$ cat src/rtl/mem_arbiter_if.sv
// Bundle of the rvcpu fetch/data ports and the RAMHelper port around mem_arbiter.
// slave is the arbiter's view; master is the CPU + RAM side.
interface mem_arbiter_if;
  logic        if_req_valid;
  logic        if_req_ready;
  logic [63:0] if_addr;
  logic        if_flush;
  logic        if_resp_valid;
  logic [31:0] if_resp_inst;
  logic        if_resp_err;

  logic        d_req_valid;
  logic        d_req_ready;
  logic        d_req_we;
  logic [63:0] d_addr;
  logic [63:0] d_wdata;
  logic [63:0] d_wmask;
  logic        d_resp_valid;
  logic [63:0] d_resp_rdata;

  logic        ram_ren;
  logic [63:0] ram_ridx;
  logic [63:0] ram_rdata;
  logic        ram_wen;
  logic [63:0] ram_widx;
  logic [63:0] ram_wdata;
  logic [63:0] ram_wmask;

  modport slave (
    input  if_req_valid, if_addr, if_flush,
    input  d_req_valid, d_req_we, d_addr, d_wdata, d_wmask,
    input  ram_rdata,
    output if_req_ready, if_resp_valid, if_resp_inst, if_resp_err,
    output d_req_ready, d_resp_valid, d_resp_rdata,
    output ram_ren, ram_ridx, ram_wen, ram_widx, ram_wdata, ram_wmask
  );

  modport master (
    output if_req_valid, if_addr, if_flush,
    output d_req_valid, d_req_we, d_addr, d_wdata, d_wmask,
    output ram_rdata,
    input  if_req_ready, if_resp_valid, if_resp_inst, if_resp_err,
    input  d_req_ready, d_resp_valid, d_resp_rdata,
    input  ram_ren, ram_ridx, ram_wen, ram_widx, ram_wdata, ram_wmask
  );
endinterface

$ cat src/rtl/mem_arbiter.sv
// Registered fetch/data arbiter onto the single RAMHelper port: data-over-fetch
// priority with a fetch starvation guard, responses one cycle after grant.
module mem_arbiter #(
  parameter int unsigned STARVE_MAX = 4,
  parameter logic [63:0] RAM_BASE   = 64'h8000_0000
) (
  input  logic          clock,
  input  logic          reset,
  mem_arbiter_if.slave  bus
);

  localparam logic [2:0] STARVE_LIM = 3'(STARVE_MAX);

  logic [2:0]  starve_q, starve_d;
  logic        gnt_f, gnt_d, d_load;
  logic [63:0] f_idx, d_idx;

  logic        if_vld_q, if_vld_d;
  logic [31:0] if_inst_q, if_inst_d;
  logic        if_err_q, if_err_d;
  logic        d_vld_q, d_vld_d;
  logic [63:0] d_rdata_q, d_rdata_d;

  assign f_idx = (bus.if_addr - RAM_BASE) >> 3;
  assign d_idx = (bus.d_addr - RAM_BASE) >> 3;

  always_comb begin
    gnt_d = 1'b0;
    gnt_f = 1'b0;
    if (!reset) begin
      if (bus.d_req_valid && !(bus.if_req_valid && starve_q == STARVE_LIM)) gnt_d = 1'b1;
      else if (bus.if_req_valid)                                            gnt_f = 1'b1;
    end
  end

  assign d_load           = gnt_d && !bus.d_req_we;
  assign bus.if_req_ready = gnt_f;
  assign bus.d_req_ready  = gnt_d;

  // Ungranted lanes are driven to zero so the RAM port is quiet when idle.
  always_comb begin
    bus.ram_ren   = gnt_f || d_load;
    bus.ram_ridx  = gnt_f ? f_idx : (d_load ? d_idx : '0);
    bus.ram_wen   = gnt_d && bus.d_req_we;
    bus.ram_widx  = bus.ram_wen ? d_idx       : '0;
    bus.ram_wdata = bus.ram_wen ? bus.d_wdata : '0;
    bus.ram_wmask = bus.ram_wen ? bus.d_wmask : '0;
  end

  always_comb begin
    starve_d  = starve_q;
    if_vld_d  = gnt_f && !bus.if_flush;
    if_inst_d = if_inst_q;
    if_err_d  = if_err_q;
    d_vld_d   = gnt_d;
    d_rdata_d = d_rdata_q;

    if (!bus.if_req_valid || gnt_f) starve_d = '0;
    else if (starve_q != STARVE_LIM) starve_d = starve_q + 3'd1;

    if (if_vld_d) begin
      if_err_d  = (bus.if_addr[1:0] != 2'b00);
      if_inst_d = if_err_d ? '0 :
                  (bus.if_addr[2] ? bus.ram_rdata[63:32] : bus.ram_rdata[31:0]);
    end

    if (gnt_d) d_rdata_d = bus.d_req_we ? '0 : bus.ram_rdata;
  end

  always_ff @(posedge clock) begin
    if (reset) begin
      starve_q  <= '0;
      if_vld_q  <= 1'b0;
      if_inst_q <= '0;
      if_err_q  <= 1'b0;
      d_vld_q   <= 1'b0;
      d_rdata_q <= '0;
    end else begin
      starve_q  <= starve_d;
      if_vld_q  <= if_vld_d;
      if_inst_q <= if_inst_d;
      if_err_q  <= if_err_d;
      d_vld_q   <= d_vld_d;
      d_rdata_q <= d_rdata_d;
    end
  end

  assign bus.if_resp_valid = if_vld_q;
  assign bus.if_resp_inst  = if_inst_q;
  assign bus.if_resp_err   = if_err_q;
  assign bus.d_resp_valid  = d_vld_q;
  assign bus.d_resp_rdata  = d_rdata_q;

endmodule

$ cat src/flat_wrapper.sv
// flat-port wrapper written by rule: the top's interface ports become plain ports
module mem_arbiter_flat 
#(
  parameter int unsigned STARVE_MAX = 4,
  parameter logic [63:0] RAM_BASE   = 64'h8000_0000
)
  (clock, reset, bus_if_req_valid, bus_if_addr, bus_if_flush, bus_d_req_valid, bus_d_req_we, bus_d_addr, bus_d_wdata, bus_d_wmask, bus_ram_rdata, bus_if_req_ready, bus_if_resp_valid, bus_if_resp_inst, bus_if_resp_err, bus_d_req_ready, bus_d_resp_valid, bus_d_resp_rdata, bus_ram_ren, bus_ram_ridx, bus_ram_wen, bus_ram_widx, bus_ram_wdata, bus_ram_wmask);
  mem_arbiter_if bus_i ();
  input  logic clock;
  input  logic reset;
  input wire logic [$bits(bus_i.if_req_valid)-1:0] bus_if_req_valid;
  input wire logic [$bits(bus_i.if_addr)-1:0] bus_if_addr;
  input wire logic [$bits(bus_i.if_flush)-1:0] bus_if_flush;
  input wire logic [$bits(bus_i.d_req_valid)-1:0] bus_d_req_valid;
  input wire logic [$bits(bus_i.d_req_we)-1:0] bus_d_req_we;
  input wire logic [$bits(bus_i.d_addr)-1:0] bus_d_addr;
  input wire logic [$bits(bus_i.d_wdata)-1:0] bus_d_wdata;
  input wire logic [$bits(bus_i.d_wmask)-1:0] bus_d_wmask;
  input wire logic [$bits(bus_i.ram_rdata)-1:0] bus_ram_rdata;
  output wire logic [$bits(bus_i.if_req_ready)-1:0] bus_if_req_ready;
  output wire logic [$bits(bus_i.if_resp_valid)-1:0] bus_if_resp_valid;
  output wire logic [$bits(bus_i.if_resp_inst)-1:0] bus_if_resp_inst;
  output wire logic [$bits(bus_i.if_resp_err)-1:0] bus_if_resp_err;
  output wire logic [$bits(bus_i.d_req_ready)-1:0] bus_d_req_ready;
  output wire logic [$bits(bus_i.d_resp_valid)-1:0] bus_d_resp_valid;
  output wire logic [$bits(bus_i.d_resp_rdata)-1:0] bus_d_resp_rdata;
  output wire logic [$bits(bus_i.ram_ren)-1:0] bus_ram_ren;
  output wire logic [$bits(bus_i.ram_ridx)-1:0] bus_ram_ridx;
  output wire logic [$bits(bus_i.ram_wen)-1:0] bus_ram_wen;
  output wire logic [$bits(bus_i.ram_widx)-1:0] bus_ram_widx;
  output wire logic [$bits(bus_i.ram_wdata)-1:0] bus_ram_wdata;
  output wire logic [$bits(bus_i.ram_wmask)-1:0] bus_ram_wmask;
  assign bus_i.if_req_valid = bus_if_req_valid;
  assign bus_i.if_addr = bus_if_addr;
  assign bus_i.if_flush = bus_if_flush;
  assign bus_i.d_req_valid = bus_d_req_valid;
  assign bus_i.d_req_we = bus_d_req_we;
  assign bus_i.d_addr = bus_d_addr;
  assign bus_i.d_wdata = bus_d_wdata;
  assign bus_i.d_wmask = bus_d_wmask;
  assign bus_i.ram_rdata = bus_ram_rdata;
  assign bus_if_req_ready = bus_i.if_req_ready;
  assign bus_if_resp_valid = bus_i.if_resp_valid;
  assign bus_if_resp_inst = bus_i.if_resp_inst;
  assign bus_if_resp_err = bus_i.if_resp_err;
  assign bus_d_req_ready = bus_i.d_req_ready;
  assign bus_d_resp_valid = bus_i.d_resp_valid;
  assign bus_d_resp_rdata = bus_i.d_resp_rdata;
  assign bus_ram_ren = bus_i.ram_ren;
  assign bus_ram_ridx = bus_i.ram_ridx;
  assign bus_ram_wen = bus_i.ram_wen;
  assign bus_ram_widx = bus_i.ram_widx;
  assign bus_ram_wdata = bus_i.ram_wdata;
  assign bus_ram_wmask = bus_i.ram_wmask;
  mem_arbiter #(.STARVE_MAX(STARVE_MAX), .RAM_BASE(RAM_BASE)) u_core (.clock(clock), .reset(reset), .bus(bus_i));
endmodule
$ cat config.mk
export PLATFORM = sky130hd
export DESIGN_NAME = mem_arbiter_flat
export DESIGN_NICKNAME = d
export VERILOG_FILES = /design/src/rtl/mem_arbiter_if.sv /design/src/rtl/mem_arbiter.sv /design/src/flat_wrapper.sv
export SDC_FILE = /design/constraint.sdc
export NUM_CORES = 1
export LEC_CHECK = 0
export CAP_MARGIN = 20
export CORE_AREA = 2 2 268 270
export CTS_BUF_LIST = sky130_fd_sc_hd__clkbuf_8
export DETAILED_ROUTE_END_ITERATION = 8
export DIE_AREA = 0 0 270 272
export GPL_TIMING_DRIVEN = 0
export SETUP_SLACK_MARGIN = 0.5
export SLEW_MARGIN = 40
export SYNTH_ARGS = -nofsm -noshare
export SYNTH_HDL_FRONTEND = slang
export SYNTH_SLANG_ARGS = --single-unit
export TNS_END_PERCENT = 10
$ cat constraint.sdc
create_clock -name clock -period 4.5 [get_ports clock]
set_input_delay 1.35 -clock clock [delete_from_list [all_inputs] [get_ports clock]]
set_output_delay 1.35 -clock clock [all_outputs]
set_load 0.02 [all_outputs]
# == After elaboration in Yosys (flattened, before gate mapping) ==
# Cells that the tools add are included.
# op_classes
bitwise,0
magnitude_cmp,0
n_mul,0
n_reduce_logical,13
n_addsub,3
shift,0
n_eq_ne,2
n_div,0
muxes,13
# op_table
cell,n
64-bit two-way mux,4
64-bit by 32-bit subtractor with 64-bit output (second input constant),2
61-bit two-way mux,2
32-bit two-way mux,2
1-bit logical AND,5
1-bit two-way mux,5
1-bit zero test,4
3-bit by 1-bit adder with 3-bit output (second input constant),1
3-bit == test (second input constant),1
3-bit != test (second input constant),1
1-bit logical OR,2
2-bit nonzero test,1
2-bit OR reduction,1
# totals
memories,0
register_bits,102
ramBits,0
rom_bits,0
word_cells,37
latch_bits,0

# == Depth between registers and ports, before layout ==
# depth
depth_word,9
mapped_depth,9

# == Worst setup path before layout ==
# No wires, ideal clock.
# synth_path
path_type,input-to-output
startpoint,in bus_d_addr[55]
endpoint,out bus_ram_widx[59]
n_path_buf,0
arrival_ps,3249
stages,5
path_slack_ps,-99
cell_sequence,or4_4 nor4_2 or3b_4 or3_1 a21oi_1
# synth_between
elab_chain_cells,2
# synth_lines
element,line,rtl
start: declaration,flat_wrapper.sv:16,input wire logic [$bits(bus_i.d_addr)-1:0] bus_d_addr;
64-bit by 32-bit subtractor with 64-bit output,mem_arbiter.sv:25,assign d_idx = (bus.d_addr - RAM_BASE) >> 3;
61-bit two-way mux,mem_arbiter.sv:45,bus.ram_widx = bus.ram_wen ? d_idx : '0;
end: declaration,flat_wrapper.sv:30,output wire logic [$bits(bus_i.ram_widx)-1:0] bus_ram_widx;
# Every way passes these cells.

# == Worst setup path in the final report ==
# layout_path
startpoint,in bus_d_addr[50]
endpoint,out bus_ram_ridx[55]
# layout_between
elab_chain_cells,3
# layout_lines
element,line,rtl
64-bit by 32-bit subtractor with 64-bit output,mem_arbiter.sv:25,
61-bit two-way mux,mem_arbiter.sv:43,bus.ram_ridx = gnt_f ? f_idx : (d_load ? d_idx : '0);
64-bit two-way mux,mem_arbiter.sv:43,
end: declaration,flat_wrapper.sv:28,output wire logic [$bits(bus_i.ram_ridx)-1:0] bus_ram_ridx;
# Every way passes these cells.

==> flow_summary.ini <==
[pwr]
peakVddDrop_uv = 190
clkPwrFrac_pct = 23.1
combPwrFrac_pct = 42.3
p_switching_mw = 1.04
swShare_pct = 37.9
cellLeakagePower_nw = 7.29
seqPwrFrac_pct = 34.5
powerDensity_nw_per_um2 = 164
internal_power_mw = 1.70

[route]
vias = 10803
ant_nets = 0
drc_errors = 0
drt-total-wl_mm = 63.5
wl_per_cell_um = 23.9
drt_pass1_iterations = 5
viasPerCell = 4.07
drtIter0Drc = 618

[placement]
dp_cells = 2571
placed_cell_area_sq_um = 15200
dpl.hpwl_mm = 51.6
pre_cts_ws_ps = -2640
gp_congestion = 0.934
place.port_buffers = 672

[setup_path]
critPathLaunch = bus_d_addr[50]
crit_type = input port to output port
reg2regPathDepth = 9
cp-endpoint = bus_ram_ridx[55]
crit_required_ps = 3150
r2r_slack_ps = 1300
arrival_ps = 3400
end_kind = output port
r2r_end = u_core.bus.if_resp_inst[29]
critPathMaxFanout = 5
startpoint_type = input port
r2r_start = u_core.starve_q[0]

[sta]
tightest_slew_ps = 883
hold_viol = 0
finalSetupViolations = 27
slew_violations = 0
layout_min_cycle_time_ps = 4750
slew_headroom_pct = 41.1
max_freq_ghz = 0.211
fin_ws_ps = -246
clock_skew_ps = 17.4
timing.final.crit_share_pct = 105
rsz0062_at_grt = true

[global_routing]
grt.overflow.total = 0
gr-usage-all-layers_pct = 16.2
grt_first_pass_wirelength_mm = 85.0
antenna_found_initial = 10
grt_pass1_vias = 10948
grt_start_max_net_pins = 20

[logic_synthesis]
synth_ff_type = dfxtp_1
synth_top_area_share_pct = 28.6
yosysMostFrequentCell = and3_1
netlist_area_sq_um = 7150
synth_edf_count = 0
synth_xor_area_share_pct = 7.23
ys_seq_area_share_pct = 28.6
syn_area_per_cell_sq_um = 7.57
synth_warnings = 0
async_flop_share_pct = 0
synth_area_leaders = dfxtp_1, and3_1, nor2_1
synthCells = 944
synth_compound_area_share_pct = 15.1
synth-seq-cells = 102
synth-simple-area-share_pct = 37.2
synth_cell_types = 43
synth_top_family_by_area = simple AND/OR/NAND/NOR gates
synth_adder_area_share_pct = 0.700
yosysTopAreaCell = dfxtp_1
synth.area.mux_share_pct = 4.92
synth_commonest_cells = and3_1, nor2_1, dfxtp_1, clkbuf_1, nor3b_1

[cells_and_area]
fin_area_sq_um = 16600
syn2layout_area_growth_pct = 133
drive_gt1_share_pct = 32.5
fillers = 7886
final_cells = 2657
nNetsFinal = 2021

[floorplanning]
die_width_um = 270
die-height_um = 272
initial_core_util_pct = 10.1
num_rows = 98
io_pins = 685
die_area_sq_um = 73400
fp.coreArea_sq_um = 70800

[clock_tree]
cts_sinks = 102
cts_buffer_depth = 2
cts_max_level = 3
cts_tree = built
path_clk_slew_ps = 120
root_buffer = clkbuf_8
insertion_delay_ps = 430
hold_buffers = 0
numCtsBuffers = 9

[worst_hold_path]
hold_class = flop to flop

[run_status]
status = complete, but fails checks
violations = negative setup slack

[job]
max_cap_violations = 0
[critical path, cell delays in order]
cell     delay, ps
buf_6          100
or4_4          570
nor4_4         260
or3b_4         460
buf_12         140
xor2_4         160
o22ai_2        200
buf_6          150
[power groups by stage]
stage | registers, mW | clock network (mW) | logic (mW)
6_report | 0.944 | 0.633 | 1.16
2_1_floorplan | 0.993 | 0 | 0.360
4_1_cts | 0.944 | 0.675 | 1.11
3_3_place_gp | 0.963 | 0 | 1.08
3_5_place_dp | 0.964 | 0 | 1.08
5_1_grt | 0.947 | 0.698 | 1.22
[flip-flops by register name (all words and copies together), names as in the netlist]
| name | count |
|---|---|
| u_core.bus.if_resp_inst | 32 |
| u_core.bus.if_resp_valid | 1 |
| u_core.bus.d_resp_valid | 1 |
| u_core.starve_q | 3 |
| u_core.bus.d_resp_rdata | 64 |
| u_core.bus.if_resp_err | 1 |
[layer usage]
metal	track usage, %	vias up	share of wire [%]
met2	27.6	606	47
met1	18.5	5184	38
met4	6.80	0	4.6
li1	-	4899	-
met3	5.43	114	9.9
met5	0	-	0
[cells by family (layout without fill, tap and decap cells)]
logic type / count (synthesis) / count (layout)
and+or+nand+nor: 468 / 468
other: 1 / 17
xor gates and xnor gates: 59 / 59
buffers and inverters: 113 / 860
adders and majority gates: 4 / 4
AOI/OAI and AO/OA: 164 / 164
muxes: 33 / 33
DFF: 102 / 102
[metrics by stage]
| stage | setup TNS, ps | util (%) | hold WS [ps] | total power [mW] |
|---|---|---|---|---|
| finish | -3120 | 23.5 | 466 | 2.74 |
| detailed placement | -421850 | 21.5 | 448 | 2.05 |
| CTS | -1670 | 22.9 | 471 | 2.72 |
| global route | -4330 | 23.5 | 483 | 2.86 |
| global placement | -470220 | 21.4 | 450 | 2.05 |
| floorplan | 0 | - | 426 | 1.35 |
[cell usage in the layout, fill, tap and decap left out, types with 49 or more instances in the layout]
cell type	instances
dfxtp_1	102
clkbuf_2	92
buf_2	49
a21oi_1	64
dlygate4sd2_1	49
nor2_1	117
nor3b_1	66
buf_4	119
buf_6	63
and3_1	139
clkdlybuf4s50_1	363
[cell type report]
| class | instances | area, sq um | share of cell area, % |
|---|---|---|---|
| Multi-Input combinational cell | 734 | 5740 | 34.5 |
| Tap cell | 950 | 1190 | 7.15 |
| Buffer | 102 | 778 | 4.68 |
| Inverter | 11 | 46.3 | 0.278 |
| Timing Repair Buffer | 731 | 6610 | 39.8 |
| Clock inverter | 7 | 66.3 | 0.399 |
| Antenna cell | 11 | 27.5 | 0.166 |
| Sequential cell | 102 | 2040 | 12.3 |
| Clock buffer | 9 | 124 | 0.745 |
[worst min-delay path by stage]
stage | startpoint | endpoint | slack [ps] | depth (start not counted)
after floorplan | u_core.starve_q[0] | u_core.starve_q[0] | 430 | 1
after global placement | u_core.bus.if_resp_inst[7] | u_core.bus.if_resp_inst[7] | 450 | 1
after detailed placement | u_core.bus.if_resp_inst[14] | u_core.bus.if_resp_inst[14] | 450 | 1
after CTS | u_core.starve_q[0] | u_core.starve_q[0] | 470 | 1
after global routing | u_core.starve_q[0] | u_core.starve_q[0] | 480 | 1
final | u_core.starve_q[0] | u_core.starve_q[0] | 470 | 1
[what timing repair did]
action	CTS	global route
resized for setup	877	684
buffers inserted	35	17
cloned	5	0
setup endpoints to repair	264	264
pin swaps	74	57
(Power assumes the default switching activity.)
